**src/rtl/deform_frac_int.sv**
```systemverilog
// Fractional-order integrator: rebuilds the Q8.24 signal from a x100-scaled
// derivative stream using one time-shared 32x32 signed multiplier.
//
// state  | meaning
// IDLE   | waiting for an InInd_i level change
// MUL_U  | acc <- y * INV100_K (undo the x100 scaling)
// MUL_H  | y   <- prev * ALPHA_BETA_K (history term)
// ADD    | acc <- acc + y
// MUL_G  | acc <- acc * GAIN_K
// DONE   | publish acc, latch as history, toggle OutInd_o
module deform_frac_int #(
   parameter logic signed [31:0] ALPHA_BETA_K = 32'sd8430551,
   parameter logic signed [31:0] INV100_K     = 32'sd167772,
   parameter logic signed [31:0] GAIN_K       = 32'sd33058554
) (
   input  logic               clk_sys,
   input  logic               Rst,
   input  logic signed [31:0] Deriv_i,
   input  logic               InInd_i,
   output logic signed [31:0] Signal_o,
   output logic               OutInd_o,
   output logic               Busy_o,
   output logic               Overrun_o
);

   typedef enum logic [2:0] {
      S_IDLE  = 3'd0,
      S_MUL_U = 3'd1,
      S_MUL_H = 3'd2,
      S_ADD   = 3'd3,
      S_MUL_G = 3'd4,
      S_DONE  = 3'd5
   } state_t;

   state_t             state_q, state_d;
   logic               ind_q;
   logic signed [31:0] y_q, y_d;
   logic signed [31:0] acc_q, acc_d;
   logic signed [31:0] prev_q, prev_d;
   logic signed [31:0] signal_q, signal_d;
   logic               out_ind_q, out_ind_d;
   logic               overrun_q, overrun_d;

   logic signed [31:0] mul_a, mul_b;
   logic signed [63:0] prod;
   logic signed [31:0] mul_res;
   logic               sample_det;
   logic               unused_prod_bits;

   assign sample_det = (InInd_i != ind_q);

   // Single shared multiplier; operands selected by the current state.
   always_comb begin
      mul_a = y_q;
      mul_b = INV100_K;
      case (state_q)
         S_MUL_H: begin
            mul_a = prev_q;
            mul_b = ALPHA_BETA_K;
         end
         S_MUL_G: begin
            mul_a = acc_q;
            mul_b = GAIN_K;
         end
         default: begin
            mul_a = y_q;
            mul_b = INV100_K;
         end
      endcase
   end

   assign prod             = mul_a * mul_b;
   assign mul_res          = prod[55:24];
   assign unused_prod_bits = ^{prod[63:56], prod[23:0]};

   always_comb begin
      state_d   = state_q;
      y_d       = y_q;
      acc_d     = acc_q;
      prev_d    = prev_q;
      signal_d  = signal_q;
      out_ind_d = out_ind_q;
      overrun_d = overrun_q;
      case (state_q)
         S_IDLE: begin
            if (sample_det) begin
               y_d     = Deriv_i;
               state_d = S_MUL_U;
            end
         end
         S_MUL_U: begin
            acc_d   = mul_res;
            state_d = S_MUL_H;
         end
         S_MUL_H: begin
            y_d     = mul_res;
            state_d = S_ADD;
         end
         S_ADD: begin
            acc_d   = acc_q + y_q;
            state_d = S_MUL_G;
         end
         S_MUL_G: begin
            acc_d   = mul_res;
            state_d = S_DONE;
         end
         S_DONE: begin
            signal_d  = acc_q;
            prev_d    = acc_q;
            out_ind_d = ~out_ind_q;
            state_d   = S_IDLE;
         end
         default: state_d = S_IDLE;
      endcase
      // A change while busy (including DONE) is dropped; the in-flight sample still finishes.
      if (sample_det && (state_q != S_IDLE)) begin
         overrun_d = 1'b1;
      end
   end

   always_ff @(posedge clk_sys or posedge Rst) begin
      if (Rst) begin
         state_q   <= S_IDLE;
         ind_q     <= 1'b0;
         y_q       <= '0;
         acc_q     <= '0;
         prev_q    <= '0;
         signal_q  <= '0;
         out_ind_q <= 1'b0;
         overrun_q <= 1'b0;
      end else begin
         state_q   <= state_d;
         ind_q     <= InInd_i;
         y_q       <= y_d;
         acc_q     <= acc_d;
         prev_q    <= prev_d;
         signal_q  <= signal_d;
         out_ind_q <= out_ind_d;
         overrun_q <= overrun_d;
      end
   end

   assign Signal_o  = signal_q;
   assign OutInd_o  = out_ind_q;
   assign Busy_o    = (state_q != S_IDLE);
   assign Overrun_o = overrun_q;

endmodule
```
**config.mk**
```make
export PLATFORM = sky130hd
export DESIGN_NAME = deform_frac_int
export DESIGN_NICKNAME = d
export VERILOG_FILES = /design/src/rtl/deform_frac_int.sv
export SDC_FILE = /design/constraint.sdc
export NUM_CORES = 2
export LEC_CHECK = 0
export ABC_AREA = 1
export BUFFER_PORTS_ARGS = -buffer_cell sky130_fd_sc_hd__clkbuf_2
export CORE_UTILIZATION = 56
export CTS_BUF_LIST = sky130_fd_sc_hd__clkbuf_8
export DETAILED_ROUTE_END_ITERATION = 10
export GPL_TIMING_DRIVEN = 0
export HOLD_SLACK_MARGIN = 0.12
export PLACE_DENSITY = 0.72
export SLEW_MARGIN = 20
export SYNTH_ARGS = -nofsm -noshare
export SYNTH_HDL_FRONTEND = slang
export SYNTH_SLANG_ARGS = --single-unit
```
**constraint.sdc**
```tcl
create_clock -name clk_sys -period 17.9 [get_ports clk_sys]
set_input_delay 0.895 -clock clk_sys [delete_from_list [all_inputs] [get_ports clk_sys]]
set_output_delay 0.895 -clock clk_sys [all_outputs]
set_load 0.01 [all_outputs]
```
After elaboration in Yosys (flattened, before gate mapping) --
Index checks and enable logic that the tools add are counted.
Word-level totals: bits in registers 102, input port bits 35, output and inout port bits 35, logic and storage cells 31
Cells by class: add/sub/neg operators 1, $mul 1, equal/unequal tests 7, mux-type cells 7, bitwise gates (word level) 1, reductions and logical operators 7
Operators with widths (count):
- case mux 32 bit (2 select lines) | 3
- multiplier 32 x 26 -> 56 bit | 1
- case mux 25 bit (2 select lines) | 1
- adder 32 bit | 1
- two-way mux 32 bit | 1
- case mux 3 bit (5 select lines) | 1
- equality test 3 x 2 -> 1 bit, second input constant | 2
- equality test 3 bit, second input constant | 2
- nonzero test 2 bit | 2
- equality test 3 x 1 -> 1 bit, second input constant | 1
- zero test 3 bit | 1
- two-way mux 3 bit | 1
- nonzero test 3 bit | 1
- inequality test 2 bit, second input constant | 1
- AND reduction 2 bit | 1
- OR reduction 2 bit | 1
- logical AND 1 bit | 1
- inequality test 1 bit | 1
- inverter 1 bit | 1

Longest topological paths before layout --
depth after elaboration 4, mapped depth 43, gate-level depth less buffers 40

Worst setup path after synthesis --
No wires, ideal clock.
kind reg-to-reg, start register state_q[2], end register acc_q[31], arrival time 7832 ps, required time 17783 ps, setup slack 9951 ps, stages on the path, launching flop included 31, path buffers 1, period minus slack after synthesis 7949 ps, cell sequence dfrtp_1 -> nor2_2 -> nand2_4 -> buf_2 -> nor2_1 -> inv_1 -> nand2_1 -> nor2_2 -> nor2_1 -> ha_1 -> inv_1 -> fa_1 -> inv_1 -> fa_1 -> inv_1 -> fa_1 -> fa_1 -> fa_1 -> fa_1 -> inv_1 -> ha_1 -> inv_1 -> nor3_1 -> nand2_1 -> nor4_1 -> and2_1 -> nor2_1 -> nand3_1 -> nand3_1 -> nand2_1 -> nand2_1
Between the ends: cells in the longest elaborated chain, start to end 4, elaborated cells between the ends (all ways) 10, classes of those cells mul: 1; eq/ne: 4; mux: 3; reduce/logical: 2
Ends and longest elaborated chain:
- start: declaration | line 35 | state_t state_q, state_d;
- start signal: assignment | line 132 | state_q <= state_d;
- equality test 3 bit or equality test 3 x 2 -> 1 bit (tied branches) | line 56, 84
- case mux 32 bit (2 select lines) or case mux 25 bit (2 select lines) (tied branches) | line 56 | case (state_q)
- multiplier 32 x 26 -> 56 bit | line 72 | assign prod = mul_a * mul_b;
- case mux 32 bit (2 select lines) | line 84 | case (state_q)
- end signal: assignment | line 126 | acc_q <= '0;
- end signal: assignment | line 135 | acc_q <= acc_d;
- end: declaration | line 38 | logic signed [31:0] acc_q, acc_d;
Parallel ways exist; a longest one is shown, timed or not. A chain may end at the register's enable or synchronous reset.

Worst setup path in the final report --
start register state_q[1], end register acc_q[26]
Same word-level chain as after synthesis.

==> results.cfg <==
[sta]
period_minus_slack_ns = 10.82
fin_crit_sh_pct = 60.5
finalSetupTns_ns = 0
slew_headroom_pct = 21.4
tightest_slew_ns = 1.17
hold_violations = 0
finalSetupViolCount = 0
rsz0062_at_grt = false
fmax_mhz = 92.4
drv_slew = 0
finalClockSkew_ns = 0.0246

[routing]
drt-total-wl_um = 123000
ant_nets = 0
drc = 0
wire_per_inst_um = 24.7
num_vias = 27300
drt_iter0_drc = 2945
viasPerCell = 5.47
drt_pre_antenna_iters = 6

[final_layout]
diodes = 0
layout.nets = 5175
area_growth_pct = 4.75
fillers = 5514
drive_gt1_share_pct = 5.27

[run_status]
status = finished clean

[die]
die_x_um = 243
coreArea_um2 = 57600
die_area_um2 = 59100
io_pins = 70
placementRows = 88
die_h_um = 243
start_util_pct = 56.6

[logic_synthesis]
yosysWarnings = 0
ys_top_cells_by_area = fa_1 41%, inv_1 16%, ha_1 9.8%, dfrtp_1 7.8%, nand2_1 6.7%
synth_top_area_cell = fa_1
async_reset_ff_share_pct = 100
syn_nets = 5094
syn_area_um2 = 32600
netlist_instances = 4129
synth_enable_flop_cells = 0
synth_seq_area_share_pct = 7.84
ys.flop_type = dfrtp_1
synth_seq_cells = 102
avgSynthCellArea_um2 = 7.89
synth_top_cell_area_share_pct = 41.4
synth_most_common_cell = inv_1
ys_types = 54
synthTopCellsByCount = 1362 x inv_1, 674 x fa_1, 583 x nand2_1

[critical_path]
cp-start-kind = register
crit_slowest_cell = nor2_1
path_buf_inv = 12
crit_type = reg2reg
crit_path_end_kind = register
worstPathRequired_ns = 18.22
cpMostUsedCell = inv_1
cp.arrival_ns = 11.14
crit_family = adder cells
slowest_delay_ns = 0.69
cp_max_fo = 10

[global_route]
met3_usage_pct = 7.43
busiest_layer = met2
met1_usage_pct = 56.3
grt_use_total_pct = 42.9
grt_pass1_vias = 28400
gr-total-overflow = 0
gr-usage-met2_pct = 65.3
grt_max_degree = 66
antenna_found_initial = 1
grt_pass1_wl_um = 180000

[clock_network]
clockBufferDepth = 2
ctsResizeCount = 0
cts_root_buf = clkbuf_8
clk_pin_slew_ns = 0.12
worstSkewPairLatency_ns = 0.44
numCtsBuffers = 9
cts.sinks = 102
post_cts_buffers = 0
htreeDepth = 3
cts_hold_buf = 0
cts_tree = done

[flow_run]
maxCapViolations = 0

[place]
dp_hpwl_um = 110000
gp_congestion = 1.06
portBuffers = 69

[hold_path]
hold_class = in2async
==> cells in the final DEF, fill, tap and decap left out, types with 9 or more instances in the layout <==
cell type     n
a21boi_0     10
a21o_1        9
a21oi_1     128
a31oi_1       9
buf_2        18
clkbuf_1     24
clkbuf_2     70
clkbuf_8      9
dfrtp_1     102
fa_1        674
ha_1        256
inv_1      1362
inv_2        21
nand2_1     583
nand3_1     118
nand4_1      18
nor2_1      384
nor2_2       37
nor2_4       20
nor3_1       16
o211ai_1      9
o21ai_0     141
o21ai_1      30
o21bai_1     22
xnor2_1      25
xor2_1       25
==> path summary, 6_finish.rpt <==
kind                            startpoint   endpoint  slack (ns)  depth (start not counted)
worst max-delay path            state_q[1]  acc_q[26]        7.08                         35
max in group asynchronous              Rst    y_q[24]       16.77                          3
worst min-delay path                   Rst     y_q[9]        0.43                          2
worst min register to register   Overrun_o  Overrun_o        0.50                          1
min in group clk_sys             Overrun_o  Overrun_o        0.50                          1
worst max register to register  state_q[1]  acc_q[26]        7.08                         35
==> flip-flops by register name (all words and copies together), names as in the netlist <==
| register | count |
|---|---|
| y_q | 32 |
| state_q | 3 |
| Overrun_o | 1 |
| acc_q | 32 |
| OutInd_o | 1 |
| Signal_o | 32 |
| ind_q | 1 |
==> area by class of cell <==
cell class                 count  area, um^2  area share, %
timing repair buffer          70         373           1.09
tap                          765         957           2.81
inverter                    1388        5230           15.3
sequential                   102        2550           7.48
clock inverter                 6        86.3          0.253
buffer                        50         260          0.763
multi-input combinational   2589       24500           71.9
clock buffer                   9         124          0.363
==> per-layer routing <==
metal	vias up	wire length [um]
met4	0	10300
met2	1400	53300
met1	13400	48400
met3	322	10900
li1	12100	-
met5	-	0
==> stage by stage <==
stage	utilization, %	instances	instance area, um^2	setup slack (ns)	hold slack (ns)
final	59.2	4979	34100	7.08	0.430
after global routing	59.2	4979	34100	6.56	0.460
after CTS	59.2	4979	34100	7.41	0.431
after detailed placement	58.9	4964	33900	7.44	0.475
after global placement	58.8	4963	33900	7.37	0.459
after floorplan	-	4129	32600	9.95	0.474
==> logic make-up (layout without fill, tap and decap cells) <==
family | after synthesis | after routing | share of synthesized area (%)
xor gates and xnor gates | 50 | 50 | 1.34
DFF | 102 | 102 | 7.84
other | 1 | 1 | 0.0115
buffers and inverters | 1438 | 1523 | 16.8
adders and majority gates | 930 | 930 | 51.3
and+or+nand+nor | 1212 | 1212 | 15.8
AOI/OAI and AO/OA | 396 | 396 | 6.88
Power is not shown: default switching activity piles up to over one toggle a cycle in this logic, so the estimate is an artifact.
